$ cat src/rtl/decryption_pkg.sv
// Shared definitions for the decryption dispatch front-end.
// Holds the register map addresses, the serialiser state encoding and a
// constant-evaluable clog2 helper used for parameter-derived widths.
package decryption_pkg;

    // Register map (byte addresses on the configuration bus)
    localparam logic [7:0] REG_SELECT   = 8'h00;
    localparam logic [7:0] REG_STATUS   = 8'h01;
    localparam logic [7:0] REG_KEY_BASE = 8'h10;

    // Bit position of the FIFO level field inside STATUS; bits below it
    // (except bit 0, the sticky overflow flag) read as zero.
    localparam int STATUS_LVL_LSB = 4;

    // Serialiser states
    typedef enum logic [0:0] {
        ST_IDLE  = 1'b0,
        ST_SHIFT = 1'b1
    } ser_state_e;

    // Ceiling log2, usable in parameter/localparam expressions
    function automatic int clog2(input int value);
        int result;
        int rem;
        result = 32'sd0;
        rem    = value - 32'sd1;
        while (rem > 32'sd0) begin
            result = result + 32'sd1;
            rem    = rem / 32'sd2;
        end
        return result;
    endfunction

endpackage

$ cat src/rtl/decryption_byte_fifo.sv
// Show-ahead FIFO for engine output symbols.
// Ports:
//   clk, rst      clock, synchronous active-high reset (flushes contents)
//   push          write request; accepted when not full, or when full and
//                 a pop happens in the same cycle
//   push_data     symbol to write
//   pop           read request; ignored while empty
//   pop_data      head symbol (zero while empty)
//   not_empty     head symbol is valid
//   level         number of stored entries (0..DEPTH)
//   overflow      1-cycle pulse when a push is dropped because full
module decryption_byte_fifo
    import decryption_pkg::*;
#(
    parameter int WIDTH = 8,
    parameter int DEPTH = 8
) (
    input  logic                      clk,
    input  logic                      rst,
    input  logic                      push,
    input  logic [WIDTH-1:0]          push_data,
    input  logic                      pop,
    output logic [WIDTH-1:0]          pop_data,
    output logic                      not_empty,
    output logic [clog2(DEPTH):0]     level,
    output logic                      overflow
);

    localparam int PTR_W = clog2(DEPTH);
    localparam int LVL_W = PTR_W + 1;

    logic [WIDTH-1:0] mem_r [DEPTH];
    logic [PTR_W-1:0] wr_ptr_r;
    logic [PTR_W-1:0] rd_ptr_r;
    logic [LVL_W-1:0] level_r;

    logic full_s;
    logic empty_s;
    logic do_push_s;
    logic do_pop_s;

    // Occupancy flags and effective push/pop; a full FIFO still takes a push when a pop frees a slot
    always_comb begin
        full_s    = (level_r == LVL_W'(DEPTH));
        empty_s   = (level_r == {LVL_W{1'b0}});
        do_pop_s  = pop && !empty_s;
        do_push_s = push && (!full_s || do_pop_s);
        overflow  = push && full_s && !do_pop_s;
    end

    // Pointer and level bookkeeping
    always_ff @(posedge clk) begin
        if (rst) begin
            wr_ptr_r <= {PTR_W{1'b0}};
            rd_ptr_r <= {PTR_W{1'b0}};
            level_r  <= {LVL_W{1'b0}};
        end else begin
            if (do_push_s) begin
                wr_ptr_r <= wr_ptr_r + PTR_W'(1);
            end
            if (do_pop_s) begin
                rd_ptr_r <= rd_ptr_r + PTR_W'(1);
            end
            case ({do_push_s, do_pop_s})
                2'b10:   level_r <= level_r + LVL_W'(1);
                2'b01:   level_r <= level_r - LVL_W'(1);
                default: level_r <= level_r;
            endcase
        end
    end

    // Storage array; contents need no reset because the head is masked while empty
    always_ff @(posedge clk) begin
        if (do_push_s) begin
            mem_r[wr_ptr_r] <= push_data;
        end
    end

    // Head presentation, forced to zero while empty
    always_comb begin
        if (empty_s) begin
            pop_data = {WIDTH{1'b0}};
        end else begin
            pop_data = mem_r[rd_ptr_r];
        end
        not_empty = !empty_s;
        level     = level_r;
    end

endmodule

$ cat src/rtl/decryption_dispatch.sv
// Front-end for NUM_CH external decryption engines.
// Accepts MST_DWIDTH words, serialises them most-significant symbol first
// towards the engine chosen by SELECT, supplies per-channel keys and
// collects the selected engine's output symbols in a show-ahead FIFO.
// Ports:
//   clk, rst                     clock, synchronous active-high reset
//   data_i/valid_i/ready_o       input word handshake
//   data_o/valid_o/ready_i       output symbol handshake (FIFO head)
//   busy                         serialiser active, engine busy or FIFO non-empty
//   addr/read/write/wdata        register access request
//   rdata/done/error             registered access response (one cycle later)
//   eng_data_o/eng_valid_o       symbol and one-hot strobe towards engines
//   eng_key_o                    per-channel keys
//   eng_busy_i/eng_data_i/eng_valid_i  engine status and returned symbols
module decryption_dispatch
    import decryption_pkg::*;
#(
    parameter int NUM_CH      = 3,
    parameter int MST_DWIDTH  = 32,
    parameter int SYS_DWIDTH  = 8,
    parameter int addr_witdth = 8,
    parameter int reg_width   = 16,
    parameter int FIFO_DEPTH  = 8
) (
    input  logic                          clk,
    input  logic                          rst,
    input  logic [MST_DWIDTH-1:0]         data_i,
    input  logic                          valid_i,
    output logic                          ready_o,
    output logic [SYS_DWIDTH-1:0]         data_o,
    output logic                          valid_o,
    input  logic                          ready_i,
    output logic                          busy,
    input  logic [addr_witdth-1:0]        addr,
    input  logic                          read,
    input  logic                          write,
    input  logic [reg_width-1:0]          wdata,
    output logic [reg_width-1:0]          rdata,
    output logic                          done,
    output logic                          error,
    output logic [NUM_CH*SYS_DWIDTH-1:0]  eng_data_o,
    output logic [NUM_CH-1:0]             eng_valid_o,
    output logic [NUM_CH*reg_width-1:0]   eng_key_o,
    input  logic [NUM_CH-1:0]             eng_busy_i,
    input  logic [NUM_CH*SYS_DWIDTH-1:0]  eng_data_i,
    input  logic [NUM_CH-1:0]             eng_valid_i
);

    localparam int R     = MST_DWIDTH / SYS_DWIDTH;
    localparam int SEL_W = clog2(NUM_CH);
    localparam int LVL_W = clog2(FIFO_DEPTH) + 1;
    localparam int CNT_W = (R > 1) ? clog2(R) : 1;

    // Serialiser state
    ser_state_e              state_r;
    ser_state_e              state_s;
    logic [CNT_W-1:0]        cnt_r;
    logic [MST_DWIDTH-1:0]   sreg_r;
    logic                    accept_s;
    logic                    ready_s;

    // Configuration registers and access response
    logic [SEL_W-1:0]        select_r;
    logic [reg_width-1:0]    key_r [NUM_CH];
    logic                    ovf_r;
    logic                    done_r;
    logic                    error_r;
    logic [reg_width-1:0]    rdata_r;

    // Access decode
    logic                    sel_hit_s;
    logic                    stat_hit_s;
    logic                    key_hit_s;
    logic [addr_witdth-1:0]  key_off_s;
    logic [SEL_W-1:0]        key_idx_s;
    logic                    err_s;
    logic [reg_width-1:0]    rd_val_s;
    logic [reg_width-1:0]    status_s;

    // Output path
    logic                    push_s;
    logic [SYS_DWIDTH-1:0]   push_data_s;
    logic                    fifo_not_empty_s;
    logic                    fifo_ovf_s;
    logic [LVL_W-1:0]        fifo_level_s;
    logic [LVL_W-1:0]        fifo_free_s;
    logic                    busy_s;

    decryption_byte_fifo #(
        .WIDTH (SYS_DWIDTH),
        .DEPTH (FIFO_DEPTH)
    ) u_fifo (
        .clk       (clk),
        .rst       (rst),
        .push      (push_s),
        .push_data (push_data_s),
        .pop       (ready_i),
        .pop_data  (data_o),
        .not_empty (fifo_not_empty_s),
        .level     (fifo_level_s),
        .overflow  (fifo_ovf_s)
    );

    // Word acceptance: only from IDLE and only when a whole word's worth of results fits
    always_comb begin
        fifo_free_s = LVL_W'(FIFO_DEPTH) - fifo_level_s;
        if ((state_r == ST_IDLE) && (fifo_free_s >= LVL_W'(R))) begin
            ready_s = 1'b1;
        end else begin
            ready_s = 1'b0;
        end
        accept_s = valid_i && ready_s;
        busy_s   = (state_r == ST_SHIFT) || (|eng_busy_i) || fifo_not_empty_s;
    end

    // Serialiser next-state logic
    always_comb begin
        state_s = state_r;
        case (state_r)
            ST_IDLE: begin
                if (accept_s) begin
                    state_s = ST_SHIFT;
                end else begin
                    state_s = ST_IDLE;
                end
            end
            ST_SHIFT: begin
                if (cnt_r == CNT_W'(R - 1)) begin
                    state_s = ST_IDLE;
                end else begin
                    state_s = ST_SHIFT;
                end
            end
            default: state_s = ST_IDLE;
        endcase
    end

    // Serialiser state, symbol counter and shift register (top symbol is the one on the bus)
    always_ff @(posedge clk) begin
        if (rst) begin
            state_r <= ST_IDLE;
            cnt_r   <= {CNT_W{1'b0}};
            sreg_r  <= {MST_DWIDTH{1'b0}};
        end else begin
            state_r <= state_s;
            if (accept_s) begin
                sreg_r <= data_i;
                cnt_r  <= {CNT_W{1'b0}};
            end else if (state_r == ST_SHIFT) begin
                sreg_r <= sreg_r << SYS_DWIDTH;
                cnt_r  <= cnt_r + CNT_W'(1);
            end
        end
    end

    // Engine-facing symbol bus, strobe, keys, and selection of the returning channel
    always_comb begin
        eng_data_o  = {NUM_CH{sreg_r[MST_DWIDTH-1 -: SYS_DWIDTH]}};
        eng_valid_o = {NUM_CH{1'b0}};
        eng_key_o   = {(NUM_CH*reg_width){1'b0}};
        push_s      = 1'b0;
        push_data_s = {SYS_DWIDTH{1'b0}};
        for (int k = 0; k < NUM_CH; k++) begin
            eng_valid_o[k] = (state_r == ST_SHIFT) && (k == int'(select_r));
            eng_key_o[k*reg_width +: reg_width] = key_r[k];
            push_s = push_s | (eng_valid_i[k] && (k == int'(select_r)));
            push_data_s = push_data_s |
                (eng_data_i[k*SYS_DWIDTH +: SYS_DWIDTH] & {SYS_DWIDTH{k == int'(select_r)}});
        end
    end

    // Register access decode, error classification and read mux
    always_comb begin
        sel_hit_s  = (addr == addr_witdth'(REG_SELECT));
        stat_hit_s = (addr == addr_witdth'(REG_STATUS));
        key_off_s  = addr - addr_witdth'(REG_KEY_BASE);
        key_hit_s  = (addr >= addr_witdth'(REG_KEY_BASE)) && (key_off_s < addr_witdth'(NUM_CH));
        key_idx_s  = key_off_s[SEL_W-1:0];

        status_s = {reg_width{1'b0}};
        status_s[0] = ovf_r;
        status_s[STATUS_LVL_LSB +: LVL_W] = fifo_level_s;

        err_s = 1'b0;
        if (read && write) begin
            err_s = 1'b1;
        end else if (!(sel_hit_s || stat_hit_s || key_hit_s)) begin
            err_s = 1'b1;
        end else if (write && stat_hit_s) begin
            err_s = 1'b1;
        end else if (write && sel_hit_s && ((wdata >= reg_width'(NUM_CH)) || busy_s)) begin
            // SELECT is frozen while anything is in flight
            err_s = 1'b1;
        end else begin
            err_s = 1'b0;
        end

        rd_val_s = {reg_width{1'b0}};
        if (sel_hit_s) begin
            rd_val_s = reg_width'(select_r);
        end else if (stat_hit_s) begin
            rd_val_s = status_s;
        end else if (key_hit_s) begin
            rd_val_s = key_r[key_idx_s];
        end else begin
            rd_val_s = {reg_width{1'b0}};
        end
    end

    // Configuration registers, sticky overflow and registered access response
    always_ff @(posedge clk) begin
        if (rst) begin
            select_r <= {SEL_W{1'b0}};
            for (int k = 0; k < NUM_CH; k++) begin
                key_r[k] <= {reg_width{1'b0}};
            end
            ovf_r   <= 1'b0;
            done_r  <= 1'b0;
            error_r <= 1'b0;
            rdata_r <= {reg_width{1'b0}};
        end else begin
            done_r  <= read || write;
            error_r <= (read || write) && err_s;
            if (read && !err_s) begin
                rdata_r <= rd_val_s;
            end else begin
                rdata_r <= {reg_width{1'b0}};
            end
            if (write && !err_s && sel_hit_s) begin
                select_r <= wdata[SEL_W-1:0];
            end
            if (write && !err_s && key_hit_s) begin
                key_r[key_idx_s] <= wdata;
            end
            // A new drop wins over a clearing read so the event is never lost
            if (fifo_ovf_s) begin
                ovf_r <= 1'b1;
            end else if (read && !err_s && stat_hit_s) begin
                ovf_r <= 1'b0;
            end
        end
    end

    assign ready_o = ready_s;
    assign valid_o = fifo_not_empty_s;
    assign busy    = busy_s;
    assign rdata   = rdata_r;
    assign done    = done_r;
    assign error   = error_r;

endmodule

$ cat config.mk
export PLATFORM = sky130hd
export DESIGN_NAME = decryption_dispatch
export DESIGN_NICKNAME = d
export VERILOG_FILES = /design/src/rtl/decryption_pkg.sv /design/src/rtl/decryption_byte_fifo.sv /design/src/rtl/decryption_dispatch.sv
export SDC_FILE = /design/constraint.sdc
export NUM_CORES = 1
export LEC_CHECK = 0
export CORE_AREA = 2 2 154 156
export DETAILED_ROUTE_END_ITERATION = 12
export DIE_AREA = 0 0 156 158
export PLACE_DENSITY = 0.6
export SYNTH_ARGS = -nofsm -noshare
export SYNTH_HDL_FRONTEND = slang
export SYNTH_SLANG_ARGS = --single-unit
$ cat constraint.sdc
create_clock -name clk -period 3.8 [get_ports clk]
set_input_delay 0.38 -clock clk [delete_from_list [all_inputs] [get_ports clk]]
set_output_delay 0.38 -clock clk [all_outputs]
set_load 0.03 [all_outputs]
==> out/qor.txt <==
status: complete, no violations
Remaining DRCs: 0
Area after DPL: 10,800 µm²
vias per cell: 4.85
Avg Cell Area, Syn: 13.0 µm²
total grt overflow: 0
#FFs+latches synth: 196
peak supply drop: 320 µV
wl on met1: 9460 µm
hold path start: rst
H-tree lvl count: 4
power density cells: 520 nW/µm²
sequential area share after synthesis: 60.1%
clock power share: 29.8%
Unique masters post-synth: 55
Post-CTS Hold Fix Bufs: 0
Mapped Area: 8640 µm²
Tcrit/Tclk final: 76.5%
Skew-Pair Late Insertion Delay: 0.43 ns
Hold Path Sink: u_fifo.level[1]
routed vias: 5,566
Ports: 196
Comb pwr share: 26.9%
Syn Inst Count: 663
Max Fclk: 0.344 GHz
Routed WL: 20,800 µm
all-layer global routing usage: 17.1%
Diodes inserted: 0
setup violators final: 0
DRT iter0 DRCs: 327
setup bufs post-CTS: 0
R2R Setup Slk: 0.89 ns
startpoint types: flip-flop
final instance area: 11,400 µm²
Sequential Power Share: 43.3%
actual slew at the worst max-slew pin: 1.03 ns
Max Cap Violations: 0
CTS-repair resized insts: 0
die area: 24,600 µm²
metal3 WL: 1270 µm
met2 wire len: 9710 µm
LEAKAGE: 4.03 nW
Die H: 158 µm
switching share of power: 31.0%
number of global-route vias before repair: 5,534
Worst setup EP type: flip-flop
worst reg2reg startpoint: select_r[0]
net load switching power: 1.83 mW
Crit path arrival time: 3.22 ns
initial antenna violation count: 0
final hold viol count: 0
ANT nets after route: 0
type of the most critical hold path: input pin to flip-flop
final RePlAce weighted congestion: 0.740
share of layout cells above drive strength 1: 11.1%
Worst Path Required: 4.11 ns
first-pass GRT wire length: 31,500 µm
Top FF cell, synth: edfxtp_1
Fin Setup TNS: 0 ns
EDFF count, synth: 127
Hold Path Stages: 2
CP Class: flip-flop to flip-flop
RSZ-0062 raised after global routing: false
clk slew on worst S/H paths: 0.07 ns
Fin Clk Skew: 0.0104 ns
final net count: 944
count of pins over their slew limit: 0
async set or reset register ratio after synthesis: 0%
Area growth, synth to finish: 31.5%
core area: 23,100 µm²
reg2reg end: u_fifo.level[3]
Max Root-Sink Buffers: 2
internal power: 4.08 mW
CTS buffer count: 17
Initial Util: 37.5%
CP max FO: 8
pin count of the biggest net entering global routing: 48
Post-DP HPWL: 14,700 µm
CTS tree: built
Max Used Layer: met4
Max-slew headroom: 30.7%
Die X: 156 µm
num rows: 56
Buffers on Ports: 195
clk root buf: clkbuf_16
wire per inst: 18.1 µm
Sink Count: 196
first drt pass iteration count: 4
R2R depth: 9
post-layout min period: 2.91 ns
Syn. warnings: 0
==> power groups by stage <==
stage	registers (mW)	logic [mW]	clock network [mW]
after floorplan	2.59	1.06	0
after global placement	2.60	1.61	0
after detailed placement	2.61	1.61	0
after CTS	2.56	1.61	1.80
after global routing	2.59	1.72	1.90
final	2.56	1.59	1.76
==> cells in the final DEF (no fill, tap or decap), drive strengths merged, types with 18 or more instances in the layout <==
master,instances
nand2,41
nor2,42
edfxtp,127
a21oi,32
clkbuf,18
and2,50
clkdlybuf4s50,193
nor2b,45
mux4,31
mux2i,55
dfxtp,69
buf,20
==> synth_stat cells (2+ instances only) <==
cell,instances,area (µm²)
nand3_1,7,35.0
edfxtp_1,127,3810
and2_1,50,313
nand2b_1,10,62.6
mux2i_1,55,551
mux4_2,31,698
inv_1,7,26.3
nand2_1,41,154
nor2_1,41,154
ha_1,6,75.1
dfxtp_1,69,1380
mux2_2,2,22.5
nand3b_1,2,15.0
xor2_1,3,26.3
a21oi_1,32,160
nor4_1,9,56.3
or3_1,2,12.5
or4_1,2,15.0
nor2b_1,45,282
buf_2,8,40.0
a22oi_1,4,30.0
xnor2_1,2,17.5
o21ai_0,15,75.1
or2_2,2,12.5
buf_4,26,195
nor3_1,8,40.0
buf_1,6,22.5
clkbuf_1,23,86.3
nor3b_1,2,15.0
==> cell families (layout without fill, tap and decap cells) <==
kind of cell	count (synthesis)	in the layout	synth area share, %
AND/OR/NAND/NOR	233	233	15.0
multiplexers	88	88	14.7
flip-flops	196	196	60.1
other	1	15	0.0434
buffers and inverters	71	252	4.42
adder cells (fa/ha/maj)	8	8	1.22
AO/OA/AOI/OAI	61	61	3.98
XOR/XNOR	5	5	0.507
==> final cells by class <==
type                            instances  area (µm²)
Fill cell                            2085       11700
Multi-Input combinational cell        410        3140
Tap cell                              290         363
Sequential cell                       196        5200
Timing Repair Buffer                  213        2080
Clock inverter                         14         141
Clock buffer                           18         429
Inverter                                7        26.3
==> through the flow <==
stage	worst slack, ns	cells	utilization [%]	total power, mW	hold slack [ns]
final	0.893	1148	49.3	5.91	0.285
after global placement	0.697	1116	46.8	4.21	0.443
after detailed placement	0.683	1116	46.8	4.22	0.448
after floorplan	0.809	677	-	3.65	0.436
after CTS	0.850	1148	49.3	5.97	0.268
after global routing	0.691	1148	49.3	6.21	0.284
==> critical path: stages (launching register included) <==
cell	delay, ns
dfxtp_1	0.53
mux2i_1	0.15
o2bb2ai_1	0.41
nand2_1	0.23
ha_1	0.29
ha_1	0.28
a21o_1	0.17
a21oi_1	0.16
mux2i_1	0.22
mux2_2	0.35
==> per-layer routing <==
metal  GRT usage [%]  vias to the layer above
met5               0                        -
met4            5.02                        0
met3            4.90                       16
met2            26.9                      146
met1            23.2                     2685
li1                -                     2719
==> flip-flops by register name (all words and copies together) (netlist names), named ones only <==
| register | count |
|---|---|
| select_r | 2 |
| key_r | 63 |
| rdata | 16 |
| u_fifo.level | 4 |
| sreg_r | 32 |
| error | 1 |
| cnt_r | 2 |
| done | 1 |
| u_fifo.wr_ptr_r | 3 |
| state_r | 1 |
| u_fifo.rd_ptr_r | 3 |
| ovf_r | 1 |
| u_fifo.mem_r | 64 |
==> worst max-delay path by stage <==
stage                 endpoint  cells past startpoint  slack (ns)            start
2_1_floorplan  u_fifo.level[3]                     11        0.81  u_fifo.level[3]
3_3_place_gp       key_r[2][6]                      6        0.70          addr[3]
3_5_place_dp   u_fifo.level[3]                     10        0.68   eng_valid_i[1]
4_1_cts              data_o[1]                      4        0.85        flip-flop
5_1_grt        u_fifo.level[3]                      9        0.69      select_r[0]
6_report       u_fifo.level[3]                      9        0.89      select_r[0]
Power figures use the tool's default switching activity.
